## src/rtl/fg_waveform_analyzer.sv

```systemverilog
// Periodic trapezoid/triangle/pulse analyzer: period, ON time, slopes and amplitude per period.
// Optional FG_ANALYZER_EDGETIME_EN adds rise_count_o / fall_count_o edge-duration outputs.
module fg_waveform_analyzer #(
  parameter int unsigned COUNTER_BITWIDTH  = 32,
  parameter int unsigned WAVEFORM_BITWIDTH = 16
) (
  input  logic                                clk_i,
  input  logic                                rstn_i,
  input  logic                                clk_en_i,
  input  logic                                clear_i,
  input  logic signed [WAVEFORM_BITWIDTH:0]   sample_i,
  output logic [COUNTER_BITWIDTH-1:0]         period_o,
  output logic [COUNTER_BITWIDTH-1:0]         on_count_o,
  output logic [WAVEFORM_BITWIDTH-1:0]        k_rise_o,
  output logic [WAVEFORM_BITWIDTH-1:0]        k_fall_o,
  output logic [WAVEFORM_BITWIDTH-1:0]        amplitude_o,
`ifdef FG_ANALYZER_EDGETIME_EN
  output logic [COUNTER_BITWIDTH-1:0]         rise_count_o,
  output logic [COUNTER_BITWIDTH-1:0]         fall_count_o,
`endif
  output logic                                valid_o,
  output logic                                busy_o,
  output logic                                error_o
);

  localparam int unsigned W  = WAVEFORM_BITWIDTH;
  localparam int unsigned CW = COUNTER_BITWIDTH;

  typedef enum logic [2:0] {ARM, LOW, RISE, HIGH, FALL} state_t;

  state_t             state, state_next;
  logic signed [W:0]  prev;
  logic [CW-1:0]      cnt, on_sh;
  logic [W-1:0]       kr_sh, kf_sh, amp_sh;
  logic               have_start;
  logic               gt, eq, lt, zero, neg;
  logic               rise_start, fault, sat, abort, commit;
  logic               cap_amp_cur, cap_amp_prev, cap_fall;

  assign gt   = sample_i > prev;
  assign eq   = sample_i == prev;
  assign lt   = sample_i < prev;
  assign zero = sample_i == '0;
  assign neg  = sample_i[W];

  assign busy_o = state != ARM;

  always_comb begin
    state_next   = state;
    rise_start   = 1'b0;
    fault        = 1'b0;
    cap_amp_cur  = 1'b0;
    cap_amp_prev = 1'b0;
    cap_fall     = 1'b0;
    if (neg) begin
      fault      = 1'b1;
      state_next = ARM;
    end else begin
      unique case (state)
        ARM:  if (zero) state_next = LOW;
        LOW:  if (gt) rise_start = 1'b1;
        RISE: begin
          if (eq) begin
            state_next  = HIGH;
            cap_amp_cur = 1'b1;
          end else if (lt) begin
            state_next   = FALL;
            cap_amp_prev = 1'b1;
            cap_fall     = 1'b1;
          end
        end
        HIGH: begin
          if (lt) begin
            state_next = FALL;
            cap_fall   = 1'b1;
          end else if (gt) begin
            fault      = 1'b1;
            state_next = ARM;
          end
        end
        FALL: begin
          if (gt)        rise_start = 1'b1;
          else if (zero) state_next = LOW;
        end
        default: state_next = ARM;
      endcase
    end
    if (rise_start) state_next = RISE;
    // cnt never increments in ARM, so saturation can only hit a live measurement
    sat = !fault && !rise_start && (state != ARM) && (cnt == '1);
    if (sat) state_next = ARM;
    abort  = fault || sat;
    commit = clk_en_i && !clear_i && rise_start && have_start;
  end

  always_ff @(posedge clk_i or negedge rstn_i) begin
    if (!rstn_i) begin
      state       <= ARM;
      prev        <= '0;
      cnt         <= '0;
      have_start  <= 1'b0;
      on_sh       <= '0;
      kr_sh       <= '0;
      kf_sh       <= '0;
      amp_sh      <= '0;
      period_o    <= '0;
      on_count_o  <= '0;
      k_rise_o    <= '0;
      k_fall_o    <= '0;
      amplitude_o <= '0;
      valid_o     <= 1'b0;
      error_o     <= 1'b0;
    end else begin
      valid_o <= 1'b0;
      if (clear_i) begin
        state       <= ARM;
        cnt         <= '0;
        have_start  <= 1'b0;
        error_o     <= 1'b0;
        period_o    <= '0;
        on_count_o  <= '0;
        k_rise_o    <= '0;
        k_fall_o    <= '0;
        amplitude_o <= '0;
      end else if (clk_en_i) begin
        state <= state_next;
        prev  <= sample_i;
        if (abort) begin
          error_o    <= 1'b1;
          have_start <= 1'b0;
          cnt        <= '0;
        end else if (rise_start) begin
          if (have_start) begin
            period_o    <= cnt;
            on_count_o  <= on_sh;
            k_rise_o    <= kr_sh;
            k_fall_o    <= kf_sh;
            amplitude_o <= amp_sh;
            valid_o     <= 1'b1;
          end
          cnt        <= CW'(1);
          kr_sh      <= W'({sample_i[W], sample_i} - {prev[W], prev});
          have_start <= 1'b1;
        end else begin
          if (state != ARM) cnt <= cnt + CW'(1);
          if (cap_amp_cur)  amp_sh <= W'(sample_i);
          if (cap_amp_prev) amp_sh <= W'(prev);
          if (cap_fall) begin
            on_sh <= cnt;
            kf_sh <= W'({prev[W], prev} - {sample_i[W], sample_i});
          end
        end
      end
    end
  end

`ifdef FG_ANALYZER_EDGETIME_EN
  logic [CW-1:0] rise_run, fall_run;

  always_ff @(posedge clk_i or negedge rstn_i) begin
    if (!rstn_i) begin
      rise_run     <= '0;
      fall_run     <= '0;
      rise_count_o <= '0;
      fall_count_o <= '0;
    end else if (clear_i) begin
      rise_run     <= '0;
      fall_run     <= '0;
      rise_count_o <= '0;
      fall_count_o <= '0;
    end else if (clk_en_i && !abort) begin
      if (rise_start) begin
        if (commit) begin
          rise_count_o <= rise_run;
          fall_count_o <= fall_run;
        end
        rise_run <= '0;
        fall_run <= '0;
      end else begin
        if (state == RISE) rise_run <= rise_run + CW'(1);
        if (state == FALL) fall_run <= fall_run + CW'(1);
      end
    end
  end
`else
  // edge durations are not tracked in this build
`endif

endmodule

```

## config.mk

```make
export PLATFORM = sky130hd
export DESIGN_NAME = fg_waveform_analyzer
export DESIGN_NICKNAME = d
export VERILOG_FILES = /design/src/rtl/fg_waveform_analyzer.sv
export SDC_FILE = /design/constraint.sdc
export NUM_CORES = 1
export LEC_CHECK = 0
export ABC_CLOCK_PERIOD_IN_PS = 3300
export CAP_MARGIN = 20
export CORE_MARGIN = 2
export CORE_UTILIZATION = 32
export DETAILED_ROUTE_END_ITERATION = 8
export HOLD_SLACK_MARGIN = 0.05
export MAX_ROUTING_LAYER = met4
export PLACE_DENSITY = 0.48
export SLEW_MARGIN = 20
export SYNTH_ARGS = -nofsm -noshare
export SYNTH_HDL_FRONTEND = slang
export SYNTH_SLANG_ARGS = --single-unit
export TNS_END_PERCENT = 30
```

## constraint.sdc

```tcl
create_clock -name clk_i -period 3.3 [get_ports clk_i]
set_input_delay 0.495 -clock clk_i [delete_from_list [all_inputs] [get_ports clk_i]]
set_output_delay 0.495 -clock clk_i [all_outputs]
set_load 0.02 [all_outputs]
```

==> out/qor.yml <==
synth_top_area_share_pct: 52.4
leakage_nw: 7.57
ys_warn_count: 0
fillers: 3539
multi_input_area_sq_um: 5050
area_delta_synth_final_pct: 30.3
startpoint_type: "input port"
diodes: 0
track_usage_pct: 17.7
crit_arrival_ns: 3.53
clockBufferDepth: 3
drc_errors: 0
cp_top_family: "compound AO/OA/AOI/OAI gates"
skew_ns: 0.0113
final_common_cell: "dfrtp_1"
holdWs_ns: 0.452
antenna_left: 0
vdd_drop_max_uv: 358
drt_pass1_iterations: 4
async_flop_share_pct: 100
placed_area_sq_um: 14400
path_cells: "clkdlybuf4s50_1 -> inv_1 -> ha_1 -> a21oi_1 -> o221ai_1 -> or3_1 -> o31a_1 -> buf_4 -> a21oi_4 -> nor2_1 -> nor2_2 -> buf_12 -> nor2_1"
cts.sinks: 247
swShare_pct: 26.4
die_y_um: 196
cp.required_ns: 3.73
synth.distinct_cells: 75
syn_inst: 1082
std_cell_rows: 70
regArea_sq_um: 6180
cts.reportedPaths.clkPinSlew_ns: 0.06
syn_avg_cell_area_sq_um: 10.9
rsz0062_at_grt: "no"
tightest_slew_ns: 0.699
htree_num_levels: 1
dp_hpwl_um: 23600
worst-path-max-fanout: 22
initial_core_util_pct: 32.4
drv_cap: 0
cts_tree: "done"
ys_seq_elements: 247
hold_viol: 0
grt_max_degree: 80
post_cts_resized: 0
fin_crit_ns: 3.10
drt_iter0_drc: 426
post-route-period-util_pct: 93.9
core_area_sq_um: 36400
insertion_delay_ns: 0.55
layout_common_cells: "247 x dfrtp_1, 133 x clkdlybuf4s50_1, 108 x buf_4"
overflow: 0
worstSetupEndpointType: "register"
synth_top_cell_by_area: "dfrtp_1"
syn_area_sq_um: 11800
power_density_nw_per_um2: 491
ios: 136
comb_power_share_pct: 14.2
drv_slew: 0
crit_path_top_delay_cell: "clkdlybuf4s50_1"
fin_area_sq_um: 15400
path_buf_inv: 4
dieWidth_um: 196
seqPwrFrac_pct: 42.5
final_core_util_pct: 42.2
grt_pass1_vias: 8855
port_buffers: 135
wirelength_um: 32300
viasPerCell: 4.84
antenna_found_initial: 0
relSlewSlack_pct: 53.0
fp.dieArea_sq_um: 38400
p_switching_mw: 1.99
power_mw: 7.54
fin_nets: 1358
synth-edff-count: 0
globalplace.congestion: 0.910
wl_per_cell_um: 18.0
fmax_ghz: 0.323
cpMostUsedCell: "nor2_1"
worstSetupPathType: "in -> reg"
drive_gt1_share_pct: 16.2
synthTopCellsByArea: "dfrtp_1 52%, mux2i_1 6.4%, a22o_1 4.5%"
vias: 8681
cts_made_buffers: 29
cts_root_buffer: "clkbuf_16"
ys.flop_type: "dfrtp_1"
clkPwrFrac_pct: 43.3
grt_pass1_wl_um: 52300
cpPeakStageDelay_ns: 0.51
status: "finished, final reports clean"
synth-seq-area-share_pct: 52.4
syn_nets: 1138
holdCritPathClass: "in -> reg"
setup-violations-final: 0
internal_power_mw: 5.55
-- metal layers --
layer  track usage, %  part of all wire, %  wire, um
met5                -                    0         0
met4             3.09                  1.4       444
met3             2.25                  3.6      1170
met2             28.1                   47     15100
met1             24.6                   48     15600
-- logic make-up after synthesis --
family,count (synthesis),share of synthesized area (%)
buffers and inverters,114,5.09
XOR/XNOR,47,3.49
multiplexers,106,9.33
AO/OA/AOI/OAI,233,13.6
AND/OR/NAND/NOR,300,12.2
adder cells (fa/ha/maj),35,3.84
flip-flops,247,52.4
-- power by group through the flow --
| stage | clock network, mW | logic (mW) | registers [mW] |
|---|---|---|---|
| 6_report | 3.26 | 1.07 | 3.20 |
| 5_1_grt | 3.51 | 1.20 | 3.22 |
| 4_1_cts | 3.36 | 1.09 | 3.20 |
| 3_5_place_dp | 0 | 1.08 | 3.26 |
| 3_3_place_gp | 0 | 1.08 | 3.26 |
| 2_1_floorplan | 0 | 0.589 | 3.23 |
-- cells in the mapped netlist, types with 6 or more instances --
cell and number:
nor4_1 10, a22o_1 60, mux2_2 18, nand2b_1 7, and3_1 7, ha_1 33, buf_2 19, mux2i_1 75
mux2_1 13, xor2_1 29, nor2_1 100, xnor2_1 18, o21ai_1 26, nor3_1 9, o21ai_0 54, a21o_1 10
clkbuf_1 21, o31ai_1 6, nand2_1 97, o21bai_1 7, buf_4 9, nand3_1 20, dfrtp_1 247, buf_6 15
a21oi_1 29, o21a_1 6, nand4_1 11, inv_1 48
-- final timing paths --
| check | slack [ns] | start | end | depth (start not counted) |
|---|---|---|---|---|
| setup / recovery | 0.20 | sample_i[14] | cnt[5]$_DFFE_PN0P_ | 13 |
| hold / removal | 0.45 | clear_i | amplitude_o[5]$_DFFE_PN0P_ | 2 |
| setup reg to reg | 0.32 | prev[0]$_DFFE_PN0P_ | on_sh[16]$_DFFE_PN0P_ | 7 |
| hold reg to reg | 0.48 | kr_sh[13]$_DFFE_PN0P_ | kr_sh[13]$_DFFE_PN0P_ | 2 |
| max in group asynchronous | 1.83 | rstn_i | on_sh[16]$_DFFE_PN0P_ | 3 |
| min in group asynchronous | 0.52 | rstn_i | on_count_o[4]$_DFFE_PN0P_ | 2 |
-- flip-flops by register name, summed over array words and instances, names as in the netlist, 17 cells and up --
| name | flops |
|---|---|
| cnt | 32 |
| period_o | 32 |
| prev | 17 |
| on_count_o | 32 |
| on_sh | 32 |
-- stage by stage --
step	worst slack, ns	setup TNS (ns)	instances
floorplan	0.399	0	1082
global placement	-0.290	-40.83	1738
detailed placement	-0.343	-52.20	1738
CTS	0.242	0	1793
global route	0.0174	0	1793
finish	0.202	0	1793
-- layout make-up --
type                    instances  area share, %
clock buffers                  42           5.56
well taps                     468           3.81
multi-input cells             721           32.8
inverters                      48           1.17
repair buffers                255           15.6
clock inverters                12          0.806
flip-flops and latches        247           40.2
-- repair_timing --
item,CTS,global route
setup buffers,0,0
hold buffers,1,0
endpoints found under the hold margin,71,0
Power figures use the tool's default switching activity.
